<file path="src/rtl/miner_ctrl_pkg.sv">
// Shared definitions for the header loader and the shift timer: controller
// state encoding, frame geometry and the start-of-frame marker word.
package miner_ctrl_pkg;

  localparam int unsigned WORD_W      = 32;
  localparam int unsigned MID_WORDS   = 8;
  localparam int unsigned TOTAL_WORDS = 24;
  localparam int unsigned FRAME_W     = WORD_W * TOTAL_WORDS;   // 768
  localparam int unsigned MID_W       = WORD_W * MID_WORDS;     // 256
  localparam int unsigned BLOCK_W     = FRAME_W - MID_W;        // 512

  localparam logic [WORD_W-1:0] START_WORD = 32'hA5A5_5A5A;

  // 3'b101 and 3'b111 are unused and recover to IDLE.
  typedef enum logic [2:0] {
    IDLE      = 3'b000,
    SHIFT_MID = 3'b001,
    SHIFT_REM = 3'b010,
    LAUNCH    = 3'b011,
    HASHING   = 3'b100,
    ERROR     = 3'b110
  } ctrl_state_e;

  // True for the two states in which frame words are being collected.
  function automatic logic is_capture_state(input ctrl_state_e s);
    return (s == SHIFT_MID) || (s == SHIFT_REM);
  endfunction

endpackage

</file>
<file path="src/rtl/word_shift_reg.sv">
// Word-wide capture shift register with parallel output. Each enabled cycle
// shifts the contents up by one word and inserts data_in at the bottom, so the
// first word captured ends up in the most significant slot.
module word_shift_reg
  import miner_ctrl_pkg::*;
#(
  parameter int unsigned DEPTH = TOTAL_WORDS,
  parameter int unsigned WIDTH = WORD_W
) (
  input  logic                   clk,
  input  logic                   rst,
  input  logic                   en,
  input  logic [WIDTH-1:0]       data_in,
  output logic [DEPTH*WIDTH-1:0] par_out
);

  logic [DEPTH*WIDTH-1:0] sr_q;
  logic [DEPTH*WIDTH-1:0] sr_d;

  // Shift one word in when enabled, otherwise hold.
  always_comb begin
    sr_d = sr_q;
    if (en) begin
      sr_d = {sr_q[DEPTH*WIDTH-WIDTH-1:0], data_in};
    end else begin
      sr_d = sr_q;
    end
  end

  // Storage register, cleared by reset.
  always_ff @(posedge clk or posedge rst) begin
    if (rst) begin
      sr_q <= '0;
    end else begin
      sr_q <= sr_d;
    end
  end

  assign par_out = sr_q;

endmodule

</file>
<file path="src/rtl/header_load_ctrl.sv">
// Header load controller: detects the start word on the host link, collects
// the 24-word header with the help of the external shift timer, publishes it
// as midstate/block_words and launches the hash core.
module header_load_ctrl
  import miner_ctrl_pkg::*;
(
  input  logic               clk,
  input  logic               rst,
  input  logic [WORD_W-1:0]  data_in,
  input  logic               data_valid,
  input  logic               midstate_shifts_done,
  input  logic               remaining_shifts_done,
  input  logic               hash_done,
  output logic [2:0]         controller_state,
  output logic               start_found,
  output logic [MID_W-1:0]   midstate,
  output logic [BLOCK_W-1:0] block_words,
  output logic               hash_start,
  output logic               frame_error
);

  logic [WORD_W-1:0]  in_q,          in_d;
  logic               valid_q,       valid_d;
  ctrl_state_e        state_q,       state_d;
  logic               hash_start_q,  hash_start_d;
  logic               frame_error_q, frame_error_d;
  logic [MID_W-1:0]   midstate_q,    midstate_d;
  logic [BLOCK_W-1:0] block_q,       block_d;

  logic               start_det;
  logic               mid_done_eff;
  logic               rem_done_eff;
  logic               capture_cycle;
  logic               shift_en;
  logic               frame_drop;
  logic               load_out;
  logic [FRAME_W-1:0] frame_words;

  // Input stage: the link word and its valid flag are retimed once before use.
  always_comb begin
    in_d    = data_in;
    valid_d = data_valid;
  end

  // Input stage register.
  always_ff @(posedge clk or posedge rst) begin
    if (rst) begin
      in_q    <= '0;
      valid_q <= 1'b0;
    end else begin
      in_q    <= in_d;
      valid_q <= valid_d;
    end
  end

  // Decode of the retimed word and of the timer flags; timer flags only
  // count in the state that owns them.
  always_comb begin
    start_det     = (state_q == IDLE) && valid_q && (in_q == START_WORD);
    mid_done_eff  = (state_q == SHIFT_MID) && midstate_shifts_done;
    rem_done_eff  = (state_q == SHIFT_REM) && remaining_shifts_done;
    capture_cycle = is_capture_state(state_q) && !rem_done_eff;
    shift_en      = capture_cycle && valid_q;
    frame_drop    = capture_cycle && !valid_q;
  end

  word_shift_reg #(
    .DEPTH (TOTAL_WORDS),
    .WIDTH (WORD_W)
  ) u_word_shift_reg (
    .clk     (clk),
    .rst     (rst),
    .en      (shift_en),
    .data_in (in_q),
    .par_out (frame_words)
  );

  // Controller next-state logic; a missing word aborts the frame, and the
  // header outputs are refreshed on the edge into LAUNCH so they are already
  // valid while hash_start is high.
  always_comb begin
    state_d       = state_q;
    frame_error_d = frame_error_q;
    hash_start_d  = 1'b0;
    load_out      = 1'b0;
    case (state_q)
      IDLE: begin
        if (start_det) begin
          state_d       = SHIFT_MID;
          frame_error_d = 1'b0;
        end else begin
          state_d = IDLE;
        end
      end
      SHIFT_MID: begin
        if (frame_drop) begin
          state_d       = ERROR;
          frame_error_d = 1'b1;
        end else if (mid_done_eff) begin
          state_d = SHIFT_REM;
        end else begin
          state_d = SHIFT_MID;
        end
      end
      SHIFT_REM: begin
        if (rem_done_eff) begin
          state_d      = LAUNCH;
          hash_start_d = 1'b1;
          load_out     = 1'b1;
        end else if (frame_drop) begin
          state_d       = ERROR;
          frame_error_d = 1'b1;
        end else begin
          state_d = SHIFT_REM;
        end
      end
      LAUNCH: begin
        state_d = HASHING;
      end
      HASHING: begin
        if (hash_done) begin
          state_d = IDLE;
        end else begin
          state_d = HASHING;
        end
      end
      ERROR: begin
        state_d = IDLE;
      end
      default: begin
        state_d = IDLE;
      end
    endcase
  end

  // Header output capture from the completed shift register.
  always_comb begin
    if (load_out) begin
      midstate_d = frame_words[FRAME_W-1:BLOCK_W];
      block_d    = frame_words[BLOCK_W-1:0];
    end else begin
      midstate_d = midstate_q;
      block_d    = block_q;
    end
  end

  // Controller state and registered outputs.
  always_ff @(posedge clk or posedge rst) begin
    if (rst) begin
      state_q       <= IDLE;
      hash_start_q  <= 1'b0;
      frame_error_q <= 1'b0;
      midstate_q    <= '0;
      block_q       <= '0;
    end else begin
      state_q       <= state_d;
      hash_start_q  <= hash_start_d;
      frame_error_q <= frame_error_d;
      midstate_q    <= midstate_d;
      block_q       <= block_d;
    end
  end

  assign controller_state = state_q;
  assign start_found      = start_det;
  assign hash_start       = hash_start_q;
  assign frame_error      = frame_error_q;
  assign midstate         = midstate_q;
  assign block_words      = block_q;

endmodule

</file>
<file path="config.mk">
export PLATFORM = sky130hd
export DESIGN_NAME = header_load_ctrl
export DESIGN_NICKNAME = d
export VERILOG_FILES = /design/src/rtl/miner_ctrl_pkg.sv /design/src/rtl/word_shift_reg.sv /design/src/rtl/header_load_ctrl.sv
export SDC_FILE = /design/constraint.sdc
export NUM_CORES = 2
export LEC_CHECK = 0
export CAP_MARGIN = 15
export CORE_ASPECT_RATIO = 1.2
export CORE_MARGIN = 1.5
export CORE_UTILIZATION = 40
export DETAILED_ROUTE_END_ITERATION = 16
export PLACE_DENSITY = 0.72
export SETUP_SLACK_MARGIN = 0.05
export SLEW_MARGIN = 20
export SYNTH_ARGS = -nofsm -noshare
export SYNTH_HDL_FRONTEND = slang
export SYNTH_SLANG_ARGS = --single-unit
export TNS_END_PERCENT = 100
</file>
<file path="constraint.sdc">
create_clock -name clk -period 62.3 [get_ports clk]
set_input_delay 6.23 -clock clk [delete_from_list [all_inputs] [get_ports clk]]
set_output_delay 6.23 -clock clk [all_outputs]
set_load 0.005 [all_outputs]
</file>
==> impl_results.md <==
- DRC Markers: 0
- Via count: a little over 30000
- Crit path from: remaining_shifts_done
- Post-synth top area cell: dfrtp_1
- Layout cells sized above 1: 40.80%
- Static Leakage: ~38 nW
- Synth area leaders: dfrtp_1, mux2_2, mux2_4
- Vias in the first global route: 32613
- Hold_buf cts: 0
- R2R depth: 8
- Final-report hold violation count: 0
- Skew-Pair Late Insertion Delay: slightly below 0.8 ns
- GPL Wtd Cong: a little over 0.8
- Largest net degree at the start of global routing: about 190
- Root buffer cell: clkbuf_16
- Fin Setup TNS: 0 ns
- CTS tree: built
- Worst r2r src: controller_state[0]
- WP data arrival: approximately 12 ns
- Worst path required time: roughly 63 ns
- Async SR Flop Fraction: 100.0%
- Initial antenna violation count: 4
- Slew Limit Headroom: between 20% and 30%
- Pre-antenna DRT Iters: 6
- Post-DP Area: approximately 0.07 sq mm
- Max-Cap Viols: 0
- Max Slew Vio Count: 0
- Final Cycle Share: between 10% and 20%
- Crit path capture: u_word_shift_reg.par_out[430]
- Die ar.: about 0.15 sq mm
- Synthesized instance count: approximately 3300
- CP Launch Type: input port
- Num CTS Buffers: around 160
- Max VDD drop: around 27 uV
- Post-synthesis register bit count: between 1500 and 2000
- Status: finished clean
- CTS resizes: 0
- Post-Syn Nets: 3361
- Synth Warn #: 0
- Reg2Reg Setup Slack: between 50 and 60 ns
- Clk sinks: ~1600
- Post-DP HPWL: ~100000 um
- Post-DRT Antenna Nets: 0
- Endpoints failing setup: 0
- Worst min path class: reg2reg
- Die width: ~360 um
- Drt total wl: between 100000 and 150000 um
- Post-synth cell types: 30
- R2R Path End: u_word_shift_reg.par_out[430]
- Sequential share of the synthesized area: around 65%
- Share of the synthesized area in the top cell type: about two thirds
- Starting Density: 40.26%
- GRT Resource Usage Total: 19.04%
- CTS H-tree depth: 4
- Synthesized cell area: 0.06059 sq mm
- Grt ovf: 0
- Ports: just over 800
- Synth-to-layout area growth: 24.49%
- Vias/cell: between 4 and 5
- Cell row count: ~160
- RSZ-0062 raised after global routing: false
- Crit path kind: in2reg
- Final instance area: approximately 0.075 sq mm
- Commonest cells post-synth: dfrtp_1, mux2_2, mux2_4
- First-pass GRT wire length: around 220000 um
- Routed WL per cell: between 20 and 25 um
- CP Capture Type: register
- Initial DRC count: around 1600
- Final net count: 4197
- Ys flop type: dfrtp_1
- Setup bufs post-CTS: 0
- CP max FO: 118
- Syn avg cell area: about 18 sq um
- Slew of the pin with the lowest slew margin: ~1.1 ns
- Reg clk slew, reported paths: roughly 0.060 ns
- Fmax: approximately 91 MHz
- Most common cell in the netlist: dfrtp_1
- Clk_skew: between 0.02 and 0.03 ns
- Hold path depth: 1
- Port Buffers: around 810
- CTS max path bufs: 3
- Final min period: roughly 11 ns
- Pwr per Cell Area: around 26 mW/mm^2
- Die H: 429.4 um
- Final hold slack: 0.4850 ns
- EDFF count, synth: 0
- Core ar.: 0.1505 sq mm
==> logic make-up (layout without fill, tap and decap cells) <==
family	count (synthesis)	count (layout)	share of synthesized area, %
and+or+nand+nor	32	32	0.4357
buffers and inverters	173	1125	2.205
other	0	5	0
DFF	1574	1574	65.00
muxes	1536	1536	32.26
AOI/OAI and AO/OA	8	8	0.09498
==> critical path: stages <==
cell	delay, ns
clkdlybuf4s50_1	0.55
nor4b_4	0.08
o21ai_4	0.14
buf_4	0.76
buf_4	0.78
buf_4	0.82
buf_4	0.85
buf_12	0.64
mux2_4	0.36
==> worst min path at each step <==
stage	startpoint	endpoint
after floorplan	in_q[18]	u_word_shift_reg.par_out[18]
after global placement	block_words[25]	block_words[25]
after detailed placement	block_words[77]	block_words[77]
after CTS	block_words[73]	block_words[73]
after global routing	block_words[68]	block_words[68]
final	block_words[46]	block_words[46]
==> area by class of cell <==
class	instances	area, sq um
Timing Repair Buffer	849	8518
Inverter	1	11.26
Clock buffer	236	4684
Clock inverter	39	462.9
Tap cell	1975	2471
Multi-Input combinational cell	1576	19890
Fill cell	12392	75050
Sequential cell	1574	39390
Antenna cell	5	12.51
==> sequential cells by signal, summed over array words and instances (netlist names) <==
signal,count
controller_state,3
u_word_shift_reg.par_out,768
block_words,512
frame_error,1
in_q,32
hash_start,1
valid_q,1
midstate,256
==> report_power, final <==
part / switching [mW] / internal, mW
sequential: 0.00110 / 1.02
combinational: 0.0198 / 0.00366
clock: 0.390 / 0.552
==> cell usage in the layout, fill, tap and decap left out, types with 2 or more instances in the layout <==
cell             instances
clkinvlp_4               2
nand4_1                  2
buf_6                    2
dfrtp_1               1574
buf_12                   7
mux2_4                 600
a21oi_1                  2
buf_4                   28
mux2_2                 867
inv_6                    3
clkbuf_1                41
clkbuf_8                31
bufinv_16                8
clkbuf_16              164
nand2b_1                 5
nand2_1                  2
nor4bb_1                11
diode_2                  5
clkinv_8                 2
nor3b_1                  2
clkdlybuf4s50_1        811
nor2_1                   2
mux2_1                  69
clkinv_2                22
==> routing by layer <==
metal	up-vias	routed length [um]	GRT usage [%]
li1	13473	-	-
met5	-	0	0
met3	219	13680	7.817
met1	16103	56720	22.32
met4	0	5331	7.464
met2	816	71000	30.89
==> per-stage QoR <==
stage	power [mW]	setup WS (ns)	cells	utilization (%)
after CTS	2.015	51.35	6249	50.10
after detailed placement	1.068	50.45	5974	46.68
after global routing	2.055	50.66	6250	50.12
after floorplan	1.061	11.66	3323	-
after global placement	1.068	50.56	5974	46.68
final	1.990	51.28	6255	50.13
(Power assumes the default switching activity.)
